[config.mk]
export PLATFORM = sky130hd
export DESIGN_NAME = arb_client
export DESIGN_NICKNAME = d
export VERILOG_FILES = /design/src/rtl/arb_client_pkg.sv /design/src/rtl/arb_client_cnt.sv /design/src/rtl/arb_client.sv
export SDC_FILE = /design/constraint.sdc
export NUM_CORES = 1
export LEC_CHECK = 0
export CORE_MARGIN = 4
export CORE_UTILIZATION = 30
export DETAILED_ROUTE_END_ITERATION = 16
export GPL_TIMING_DRIVEN = 1
export PLACE_DENSITY = 0.58
export SKIP_LAST_GASP = 1
export SYNTH_ARGS = -nofsm -noshare
export SYNTH_HDL_FRONTEND = slang
export SYNTH_SLANG_ARGS = --single-unit
[constraint.sdc]
create_clock -name clock -period 7.7 [get_ports clock]
set_input_delay 1.155 -clock clock [delete_from_list [all_inputs] [get_ports clock]]
set_output_delay 1.155 -clock clock [all_outputs]
set_load 0.005 [all_outputs]
[src/rtl/arb_client_pkg.sv]
// Shared definitions for the arbiter requester agent: state encoding,
// default parameter values and a width helper for the wait/gap timer.
package arb_client_pkg;

  localparam int DEF_LEN_W   = 4;
  localparam int DEF_GAP     = 2;
  localparam int DEF_TIMEOUT = 8;

  typedef enum logic [1:0] {
    ST_IDLE = 2'b00,
    ST_REQ  = 2'b01,
    ST_XFER = 2'b10,
    ST_GAP  = 2'b11
  } state_e;

  // The wait/gap timer must hold the larger of the two limits without wrapping.
  function automatic int timer_width(input int timeout, input int gap);
    int top;
    top = (timeout > gap) ? timeout : gap;
    return $clog2(top + 1);
  endfunction

endpackage

[src/rtl/arb_client_cnt.sv]
// Loadable up/down counter with a terminal-count flag. It saturates at
// both ends so a stray enable can never make it wrap around.
module arb_client_cnt #(
  parameter int W = 4
) (
  input  logic         clock,
  input  logic         reset,
  input  logic         load,
  input  logic [W-1:0] load_value,
  input  logic         count_up,
  input  logic         count_down,
  input  logic [W-1:0] tc_value,
  output logic         at_tc
);

  logic [W-1:0] count_q;
  logic [W-1:0] count_d;

  // Load has priority over counting; each direction stops at its limit.
  always_comb begin
    count_d = count_q;
    if (load) begin
      count_d = load_value;
    end else if (count_up && (count_q != '1)) begin
      count_d = count_q + W'(1);
    end else if (count_down && (count_q != '0)) begin
      count_d = count_q - W'(1);
    end
  end

  // Counter register, cleared by the synchronous reset.
  always_ff @(posedge clock) begin
    if (reset) begin
      count_q <= '0;
    end else begin
      count_q <= count_d;
    end
  end

  assign at_tc = (count_q == tc_value);

endmodule

[src/rtl/arb_client.sv]
// Requester-side agent for one req/gnt pair of the four-way arbiter.
// Accepts burst jobs, requests the bus, counts granted beats, enforces a
// minimum low gap on req afterwards and aborts jobs that are never granted.
module arb_client
  import arb_client_pkg::*;
#(
  parameter int LEN_W   = DEF_LEN_W,
  parameter int GAP     = DEF_GAP,
  parameter int TIMEOUT = DEF_TIMEOUT
) (
  input  logic             clock,
  input  logic             reset,
  input  logic             job_valid,
  input  logic [LEN_W-1:0] job_len,
  output logic             job_ready,
  output logic             req,
  input  logic             gnt,
  output logic             beat,
  output logic             done,
  output logic             timeout
);

  localparam int TMR_W = timer_width(TIMEOUT, GAP);

  // Timer compare points: the wait phase counts up from zero and expires on
  // its TIMEOUT-th ungranted cycle; the gap phase counts down from GAP and
  // leaves on the cycle where one remains.
  localparam logic [TMR_W-1:0] GAP_LOAD  = TMR_W'(GAP);
  localparam logic [TMR_W-1:0] GAP_LAST  = TMR_W'(1);
  localparam logic [TMR_W-1:0] WAIT_LAST = TMR_W'(TIMEOUT - 1);
  localparam logic [LEN_W-1:0] BEAT_LAST = LEN_W'(1);

  state_e state_q;
  state_e state_d;

  logic req_q;
  logic req_d;
  logic done_q;
  logic done_d;
  logic timeout_q;
  logic timeout_d;

  logic job_nonzero;
  logic accept;
  logic last_beat;
  logic wait_expire;
  logic enter_gap;

  logic beat_at_last;
  logic tmr_at_tc;
  logic tmr_load;
  logic [TMR_W-1:0] tmr_load_value;
  logic tmr_up;
  logic tmr_down;
  logic [TMR_W-1:0] tmr_tc_value;

  assign job_nonzero  = (job_len != '0);
  assign tmr_tc_value = (state_q == ST_GAP) ? GAP_LAST : WAIT_LAST;

  // Beat counter: loaded with the job length, decremented on every beat.
  arb_client_cnt #(
    .W(LEN_W)
  ) u_beat_cnt (
    .clock      (clock),
    .reset      (reset),
    .load       (accept && job_nonzero),
    .load_value (job_len),
    .count_up   (1'b0),
    .count_down (beat),
    .tc_value   (BEAT_LAST),
    .at_tc      (beat_at_last)
  );

  // Shared timer: counts ungranted cycles in REQ, then the length of GAP.
  arb_client_cnt #(
    .W(TMR_W)
  ) u_timer (
    .clock      (clock),
    .reset      (reset),
    .load       (tmr_load),
    .load_value (tmr_load_value),
    .count_up   (tmr_up),
    .count_down (tmr_down),
    .tc_value   (tmr_tc_value),
    .at_tc      (tmr_at_tc)
  );

  // State register; a reset drops any job in flight without reporting it.
  always_ff @(posedge clock) begin
    if (reset) begin
      state_q <= ST_IDLE;
    end else begin
      state_q <= state_d;
    end
  end

  // Next-state logic; in REQ a grant beats a simultaneous timer expiry.
  always_comb begin
    state_d = state_q;
    case (state_q)
      ST_IDLE: begin
        if (job_valid && job_nonzero) begin
          state_d = ST_REQ;
        end
      end
      ST_REQ: begin
        if (gnt) begin
          state_d = beat_at_last ? ST_GAP : ST_XFER;
        end else if (tmr_at_tc) begin
          state_d = ST_GAP;
        end
      end
      ST_XFER: begin
        if (gnt && beat_at_last) begin
          state_d = ST_GAP;
        end
      end
      ST_GAP: begin
        if (tmr_at_tc) begin
          state_d = ST_IDLE;
        end
      end
      default: state_d = ST_IDLE;
    endcase
  end

  // Output decode: combinational handshake/beat plus next values of the
  // registered req, done and timeout outputs.
  always_comb begin
    job_ready   = (state_q == ST_IDLE);
    beat        = gnt && ((state_q == ST_REQ) || (state_q == ST_XFER));
    accept      = job_valid && job_ready;
    last_beat   = beat && beat_at_last;
    wait_expire = (state_q == ST_REQ) && !gnt && tmr_at_tc;
    req_d       = (state_d == ST_REQ) || (state_d == ST_XFER);
    done_d      = (accept && !job_nonzero) || last_beat;
    timeout_d   = wait_expire;
  end

  assign enter_gap = last_beat || wait_expire;

  // Timer control: clear on acceptance, preload GAP when the job ends,
  // count ungranted REQ cycles up and GAP cycles down.
  always_comb begin
    tmr_load       = 1'b0;
    tmr_load_value = '0;
    tmr_up         = 1'b0;
    tmr_down       = 1'b0;
    if (accept && job_nonzero) begin
      tmr_load = 1'b1;
    end else if (enter_gap) begin
      tmr_load       = 1'b1;
      tmr_load_value = GAP_LOAD;
    end else if ((state_q == ST_REQ) && !gnt) begin
      tmr_up = 1'b1;
    end else if (state_q == ST_GAP) begin
      tmr_down = 1'b1;
    end
  end

  // Registered outputs so req, done and timeout are glitch-free.
  always_ff @(posedge clock) begin
    if (reset) begin
      req_q     <= 1'b0;
      done_q    <= 1'b0;
      timeout_q <= 1'b0;
    end else begin
      req_q     <= req_d;
      done_q    <= done_d;
      timeout_q <= timeout_d;
    end
  end

  assign req     = req_q;
  assign done    = done_q;
  assign timeout = timeout_q;

endmodule

# After elaboration in Yosys (flattened, before gate mapping)
# Index checks and enable logic that the tools add are counted.
[classes] add_sub_neg=3 n_eq_ne=8 muxes=24 reduce_logical=24
[ops] cell="$mux 4" n=5
[ops] cell="$mux 2" n=7
[ops] cell="$logic_and 1x1->1" n=12
[ops] cell="$reduce_bool 4->1" n=3
[ops] cell="$mux 1" n=10
[ops] cell="$pmux 2 s4" n=1
[ops] cell="$sub 4x1->4 const B" n=2
[ops] cell="$eq 2x2->1 const B" n=3
[ops] cell="$add 4x1->4 const B" n=1
[ops] cell="$eq 2x1->1 const B" n=2
[ops] cell="$eq 4x1->1 const B" n=1
[ops] cell="$eq 4x3->1" n=1
[ops] cell="$logic_or 1x1->1" n=4
[ops] cell="$ne 4x4->1 const B" n=1
[ops] cell="$mux 3" n=1
[ops] cell="$reduce_bool 3->1" n=1
[ops] cell="$logic_not 1->1" n=2
[ops] cell="$logic_not 2->1" n=1
[ops] cell="$reduce_bool 2->1" n=1
[word_totals] register_bits=13 inputBits=8 output_inout_bits=5 elab_cells=65

# Longest topological paths before layout
# Gate-level depths: netlist of the first run.
[depth] depth_word=11 mapped_depth=12 depth_no_buf=11

# By module
# A second synthesis of the first run with hierarchy kept.
[unflattened] cells_unflattened=130 hier_area_um2=1103.6
[modules_own_cells] mod="arb_client_cnt" n_inst=2 cells_per_inst=40 area_each_um2=346.6
[modules_own_cells] mod="arb_client" n_inst=1 cells_per_inst=50 area_each_um2=410.4

# Worst setup path before layout of the first run
# No wires, ideal clock.
[synth_path] path_type="input-to-reg" from="in job_len[0]" to="reg u_timer.count_q[3]" setup_ns=0.116 arrival_ns=3.036 t_required_ns=7.584 slack_ns=4.548 stages=9 n_path_buf=0 cell_sequence="or4_4 -> nand2_1 -> nand3_1 -> ha_1 -> a21o_1 -> a21oi_1 -> mux2i_1 -> xor2_1 -> nor2_1"
[synth_between] elab_chain_cells=6 word_cells_on_any_way=10
[synth_lines] item="start: declaration" line_no="arb_client.sv:14" text="input logic [LEN_W-1:0] job_len,"
[synth_lines] item="$reduce_bool 4->1 *" line_no="arb_client.sv:57" text="assign job_nonzero = (job_len != '0);"
[synth_lines] item="$logic_and 1x1->1 *" line_no="arb_client.sv:149" text="if (accept && job_nonzero) begin"
[synth_lines] item="$mux 1" line_no="arb_client.sv:149"
[synth_lines] item="$logic_and 1x1->1" line_no="arb_client_cnt.sv:24" text="end else if (count_up && (count_q != '1)) begin"
[synth_lines] item="$mux 4" line_no="arb_client_cnt.sv:24"
[synth_lines] item="$mux 4" line_no="arb_client_cnt.sv:22" text="if (load) begin"
[synth_lines] item="end signal: assignment" line_no="arb_client_cnt.sv:36" text="count_q <= count_d;"
[synth_lines] item="end: declaration" line_no="arb_client_cnt.sv:16" text="logic [W-1:0] count_q;"
# Every way passes the cells marked *; elsewhere a longest branch is shown, timed or not.
# A chain may end at the register's enable or synchronous reset.

# Final worst setup path of the first run
[layout_path] from="in gnt" to="out beat"
[layout_between] elab_chain_cells=1
[layout_lines] item="start: declaration" line_no="arb_client.sv:17" text="input logic gnt,"
[layout_lines] item="$logic_and 1x1->1" line_no="arb_client.sv:131" text="beat = gnt && ((state_q == ST_REQ) || (state_q == ST_XFER));"
[layout_lines] item="end: declaration" line_no="arb_client.sv:18" text="output logic beat,"
# Every way passes these cells.

==> impl_metrics.env, run 1 <==
export IMPL_tightest_slew_ns=0.439
export IMPL_end_kind="output pin"
export IMPL_ys_ff_latch=13
export IMPL_crit_path_cell_trace="clkdlybuf4s50_1 -> nand2_1 -> inv_1 -> clkdlybuf4s50_1"
export IMPL_netlist_area_um2=895
export IMPL_cts_root_buf="clkbuf_4"
export IMPL_setup_viol=0
export IMPL_critPathMaxFanout=6
export IMPL_skew_ns=0.00598
export IMPL_post_route_min_period_ns=3.59
export IMPL_reg2reg_setup_slack_ns=4.86
export IMPL_die_x_um=62.6
export IMPL_cpMostUsedCell="clkdlybuf4s50_1"
export IMPL_vias_per_cell=5.11
export IMPL_postCtsHoldBufs=0
export IMPL_clock_sinks=13
export IMPL_wl_per_cell_um=12.6
export IMPL_die_h_um=62.6
export IMPL_gp_congestion=0.809
export IMPL_min_path_type="flop to flop"
export IMPL_setup_tns_ns=0
export IMPL_switching_share=0.316
export IMPL_internal_power_uw=116
export IMPL_critPathMaxStageDelay_ns=0.55
export IMPL_overflow=0
export IMPL_drtPass1Iterations=5
export IMPL_ios=13
export IMPL_maxSlewHeadroom=0.704
export IMPL_setup_slack_ns=4.11
export IMPL_clk_pin_slew_ns=0.08
export IMPL_syn_to_final_growth_pct=19.9
export IMPL_netlist_top_cells_area="dfxtp_1 29%, ha_1 13%, xnor2_1 5.9%, nor2_1 5.5%, nand2_1 3.4%"
export IMPL_synth_top_area_frac=0.291
export IMPL_drt_initial_drc_count=19
export IMPL_async_reset_ff_frac=0
export IMPL_dr_total_vias=766
export IMPL_cts_tree="done"
export IMPL_initial_core_util=0.319
export IMPL_cp_start_kind="input pin"
export IMPL_critPathKind="input pin to output pin"
export IMPL_antenna_found_initial=0
export IMPL_core_rowCount=19
export IMPL_seqPwrFrac=0.448
export IMPL_ant_nets=0
export IMPL_grt_use_met3=0.0234
export IMPL_grt_first_pass_wirelength_um=3410
export IMPL_place_inst=146
export IMPL_wl_um=1880
export IMPL_drc_errors=0
export IMPL_synth_cells=105
export IMPL_track_usage=0.104
export IMPL_finalHoldViolations=0
export IMPL_gr_usage_met1=0.135
export IMPL_ir_drop_mv=0.0701
export IMPL_period_share=0.466
export IMPL_post_cts_buffers=0
export IMPL_fmax_mhz=279
export IMPL_avgSynthCellArea_um2=8.52
export IMPL_dpl_cell_area_mm2=0.00105
export IMPL_synth_enable_flop_cells=0
export IMPL_status="completed"
export IMPL_maxCapViolCount=0
export IMPL_netSwitchingPower_uw=53.7
export IMPL_drive_gt1_frac=0.0756
export IMPL_hpwlAfterDp_um=1480
export IMPL_yosysUniqueCellTypes=38
export IMPL_netlist_top_cell_by_area="dfxtp_1"
export IMPL_htreeDepth=1
export IMPL_cts_resized_gates=0
export IMPL_drv_slew=0
export IMPL_instances_no_fill=150
export IMPL_rsz0062_at_grt="false"
export IMPL_grt_util_met2=0.177
export IMPL_clkPwrFrac=0.254
export IMPL_powerDensity_mw_per_mm2=159
export IMPL_worstSkewPairLatency_ns=0.27
export IMPL_nNetsFinal=138
export IMPL_numCtsBuffers=3
export IMPL_pwr_share_comb=0.298
export IMPL_synth_nets=123
export IMPL_portBuffers=12
export IMPL_antennaDiodeCount=0
export IMPL_clk_path_buf_depth=2
export IMPL_grt_pass1_vias=783
export IMPL_crit_slowest_cell="clkdlybuf4s50_1"
export IMPL_yosys_top_cells_count="13 x dfxtp_1, 13 x nor2_1, 9 x ha_1"
export IMPL_ys_seq_area_frac=0.291
export IMPL_cp_arrival_ns=2.43
export IMPL_grt_max_degree=12
export IMPL_required_ns=6.55
export IMPL_p_leak_nw=0.407
export IMPL_top_usage_layer="met2"
export IMPL_die_area_mm2=0.00392
export IMPL_synth_main_ff_cell="dfxtp_1"
export IMPL_yosysWarnings=0
export IMPL_core_area_mm2=0.00281
export IMPL_pre_cts_slack_ns=3.95
export IMPL_design_area_mm2=0.00107
## per-stage QoR
step | hold slack [ns] | util | power, mW
3_3_place_gp | 0.573 | 0.373 | 0.128
2_1_floorplan | 0.537 | - | 0.112
3_5_place_dp | 0.583 | 0.373 | 0.129
4_1_cts | 0.595 | 0.382 | 0.173
6_report | 0.591 | 0.382 | 0.170
5_1_grt | 0.616 | 0.382 | 0.183
## final timing paths
path	from	to	depth (start not counted)
worst min register to register	u_timer.count_q[2]	u_timer.count_q[2]	2
worst max register to register	state_q[1]	u_timer.count_q[3]	11
worst max-delay path	gnt	beat	4
worst min-delay path	u_timer.count_q[2]	u_timer.count_q[2]	2
## registers in the layout (all words and copies together) (netlist names)
signal / count
timeout: 1
u_beat_cnt.count_q: 4
req: 1
done: 1
u_timer.count_q: 4
state_q: 2
## logic make-up (layout without fill, tap and decap cells)
kind of cell               Yosys count  after routing  share of synthesized area
DFF                                 13             13                      0.291
muxes                                2              2                     0.0224
AOI/OAI and AO/OA                   25             25                      0.210
xor gates and xnor gates             7              7                     0.0685
and+or+nand+nor                     40             40                      0.227
adders and majority gates           10             10                      0.148
buffers and inverters                8             22                     0.0336
## placed cells by master (no fill, tap or decap), types with 2 or more instances in the layout
cell type,count
xnor2_1,6
clkbuf_4,3
nand2_2,2
clkdlybuf4s50_1,12
o21ai_0,4
a21oi_1,4
nand2_1,8
dfxtp_1,13
ha_1,9
mux2i_1,2
nand3_1,4
nor2_1,13
and3b_1,2
inv_1,6
nor3b_1,2
a22oi_1,3
nor3_1,3
## final cells by class
| class | instances | area, um2 |
|---|---|---|
| fillers | 291 | 1730 |
| flip-flops and latches | 13 | 260 |
| well taps | 31 | 38.8 |
| multi-input cells | 84 | 604 |
| clock buffers | 4 | 26.3 |
| repair buffers | 12 | 120 |
| inverters | 6 | 22.5 |
## worst max-delay path: cells and delay by family
family | cells | cell delay (ns)
AND/OR/NAND/NOR | 1 | 0.15
buffers and inverters | 3 | 1.12
## power groups by stage
stage / combinational (mW) / sequential [mW] / clock, mW
after global routing: 0.0571 / 0.0771 / 0.0492
after global placement: 0.0505 / 0.0777 / 0
after floorplan: 0.0351 / 0.0769 / 0
final: 0.0506 / 0.0763 / 0.0432
after CTS: 0.0511 / 0.0763 / 0.0452
after detailed placement: 0.0508 / 0.0778 / 0
## layer usage
layer / share of wire / wire length (um)
met1: 0.49 / 925
met2: 0.48 / 900
met3: 0.030 / 57
met4: 0 / 0
met5: 0 / 0
Power figures use the tool's default switching activity.
==> run 2, diff against run 1 <==
PLACE_DENSITY = 0.6   (was 0.58)
clock period = 3 ns   (was 7.7 ns; I/O delays follow)
==> impl_metrics.env, run 2 (same netlist as run 1, synthesis figures left out) <==
export IMPL_post_cts_buffers=0
export IMPL_min_path_type="flop to flop"
export IMPL_tightest_slew_ns=0.457
export IMPL_dpl_cell_area_mm2=0.00108
export IMPL_antenna_found_initial=0
export IMPL_core_area_mm2=0.00281
export IMPL_final_seq_area_um2=260
export IMPL_syn_to_final_growth_pct=24.1
export IMPL_vias_per_cell=5.25
export IMPL_core_rowCount=19
export IMPL_whs_path_depth=2
export IMPL_wl_um=2080
export IMPL_die_h_um=62.6
export IMPL_status="completed"
export IMPL_netSwitchingPower_uw=142
export IMPL_ant_nets=0
export IMPL_total_power_uw=446
export IMPL_cts_tree="done"
export IMPL_multi_input_area_um2=604
export IMPL_grt_pass1_vias=867
export IMPL_drv_slew=0
export IMPL_design_area_mm2=0.00111
export IMPL_finalHoldViolations=0
export IMPL_grt_first_pass_wirelength_um=3680
export IMPL_gp_congestion=0.784
export IMPL_maxSlewHeadroom=0.693
export IMPL_skew_ns=0.00787
export IMPL_worstReg2RegStart="state_q[1]"
export IMPL_pwr_share_comb=0.311
export IMPL_clkPwrFrac=0.250
export IMPL_fmax_mhz=372
export IMPL_initial_core_util=0.319
export IMPL_switching_share=0.319
export IMPL_ir_drop_mv=0.234
export IMPL_postCtsHoldBufs=0
export IMPL_rsz0062_at_grt="false"
export IMPL_die_area_mm2=0.00392
export IMPL_track_usage=0.115
export IMPL_cp_arrival_ns=2.86
export IMPL_portBuffers=12
export IMPL_drive_gt1_frac=0.113
export IMPL_critPathKind="flop to flop"
export IMPL_seqPwrFrac=0.439
export IMPL_maxCapViolCount=0
export IMPL_drc_errors=0
export IMPL_reg_top3="u_beat_cnt.count_q (4), u_timer.count_q (4), state_q (2)"
export IMPL_cp_start_kind="flop"
export IMPL_layout_common_cells="13 x nor2_1, 13 x dfxtp_1, 12 x clkdlybuf4s50_1, 9 x ha_1, 8 x nand2_1"
export IMPL_min_from="u_timer.count_q[2]"
export IMPL_final_fill_count=309
export IMPL_antennaDiodeCount=0
export IMPL_numCtsBuffers=3
export IMPL_powerDensity_mw_per_mm2=402
export IMPL_ff2ff_path_depth=11
export IMPL_drt_initial_drc_count=16
export IMPL_end_kind="flop"
export IMPL_post_route_min_period_ns=2.68
export IMPL_crit_start="state_q[1]"
export IMPL_required_ns=3.18
export IMPL_hpwlAfterDp_um=1650
export IMPL_wl_per_cell_um=13.4
export IMPL_reg2reg_setup_slack_ns=0.32
export IMPL_holdPathEnd="u_timer.count_q[2]"
export IMPL_critPathMaxFanout=6
export IMPL_overflow=0
export IMPL_setup_viol=0
export IMPL_clock_sinks=13
export IMPL_nNetsFinal=143
export IMPL_die_x_um=62.6
export IMPL_setup_tns_ns=0
export IMPL_r2r_end="u_timer.count_q[3]"
export IMPL_ios=13
export IMPL_clk_path_buf_depth=2
export IMPL_htreeDepth=1
export IMPL_cts_resized_gates=0
export IMPL_worstSkewPairLatency_ns=0.28
export IMPL_p_leak_nw=0.431
export IMPL_cts_root_buf="clkbuf_4"
export IMPL_grt_max_degree=12
export IMPL_dr_total_vias=813
export IMPL_internal_power_uw=304
export IMPL_drtPass1Iterations=4
export IMPL_period_share=0.895
export IMPL_clk_pin_slew_ns=0.09
export IMPL_utilization=0.396
==> run 2: cell types whose count changed in the layout (fill, tap and decap cells not counted) <==
cell	change
buf_4	+5
==> run 2: how the worst max path moves through the flow <==
stage                    endpoint  slack (ns)  cells past startpoint
3_5_place_dp   u_timer.count_q[3]        0.05                     10
2_1_floorplan  u_timer.count_q[3]        0.53                     11
6_report       u_timer.count_q[3]        0.32                     11
5_1_grt        u_timer.count_q[3]        0.11                     11
4_1_cts        u_timer.count_q[3]        0.31                     11
3_3_place_gp   u_timer.count_q[3]        0.14                     10
==> run 2: layout make-up <==
type / instances / area share
tap: 31 / 0.0349
inverter: 6 / 0.0203
multi-input combinational: 84 / 0.545
clock buffer: 4 / 0.0237
sequential: 13 / 0.234
timing repair buffer: 17 / 0.142
==> run 2: layer usage <==
layer	routed length, um	part of all wire	track usage
met2	1050	0.50	0.198
met3	56	0.027	0.0180
met4	23	0.011	0.0579
met5	0	0	0
met1	948	0.46	0.137
==> run 2: critical path, stage by stage (launching register included) <==
cell and delay (ns):
dfxtp_1 0.44, ha_1 0.25, and3b_1 0.19, o21ai_0 0.22, o22a_1 0.20, nand3_1 0.15
ha_1 0.32, a21o_1 0.18, a21oi_1 0.19, mux2i_1 0.23, xor2_1 0.16, nor2_1 0.06
==> run 2: metrics by stage <==
step / hold WS [ns] / cells / setup slack, ns
finish: 0.617 / 155 / 0.315
global route: 0.652 / 155 / 0.113
CTS: 0.626 / 155 / 0.310
detailed placement: 0.606 / 151 / 0.0510
global placement: 0.576 / 151 / 0.136
floorplan: 0.537 / 105 / 0.532
==> run 2: power by group through the flow <==
stage / registers, mW / clock network (mW) / logic [mW]
after floorplan: 0.197 / 0 / 0.0900
after global routing: 0.198 / 0.125 / 0.156
after CTS: 0.196 / 0.116 / 0.139
final: 0.196 / 0.111 / 0.139
after global placement: 0.199 / 0 / 0.135
after detailed placement: 0.200 / 0 / 0.138
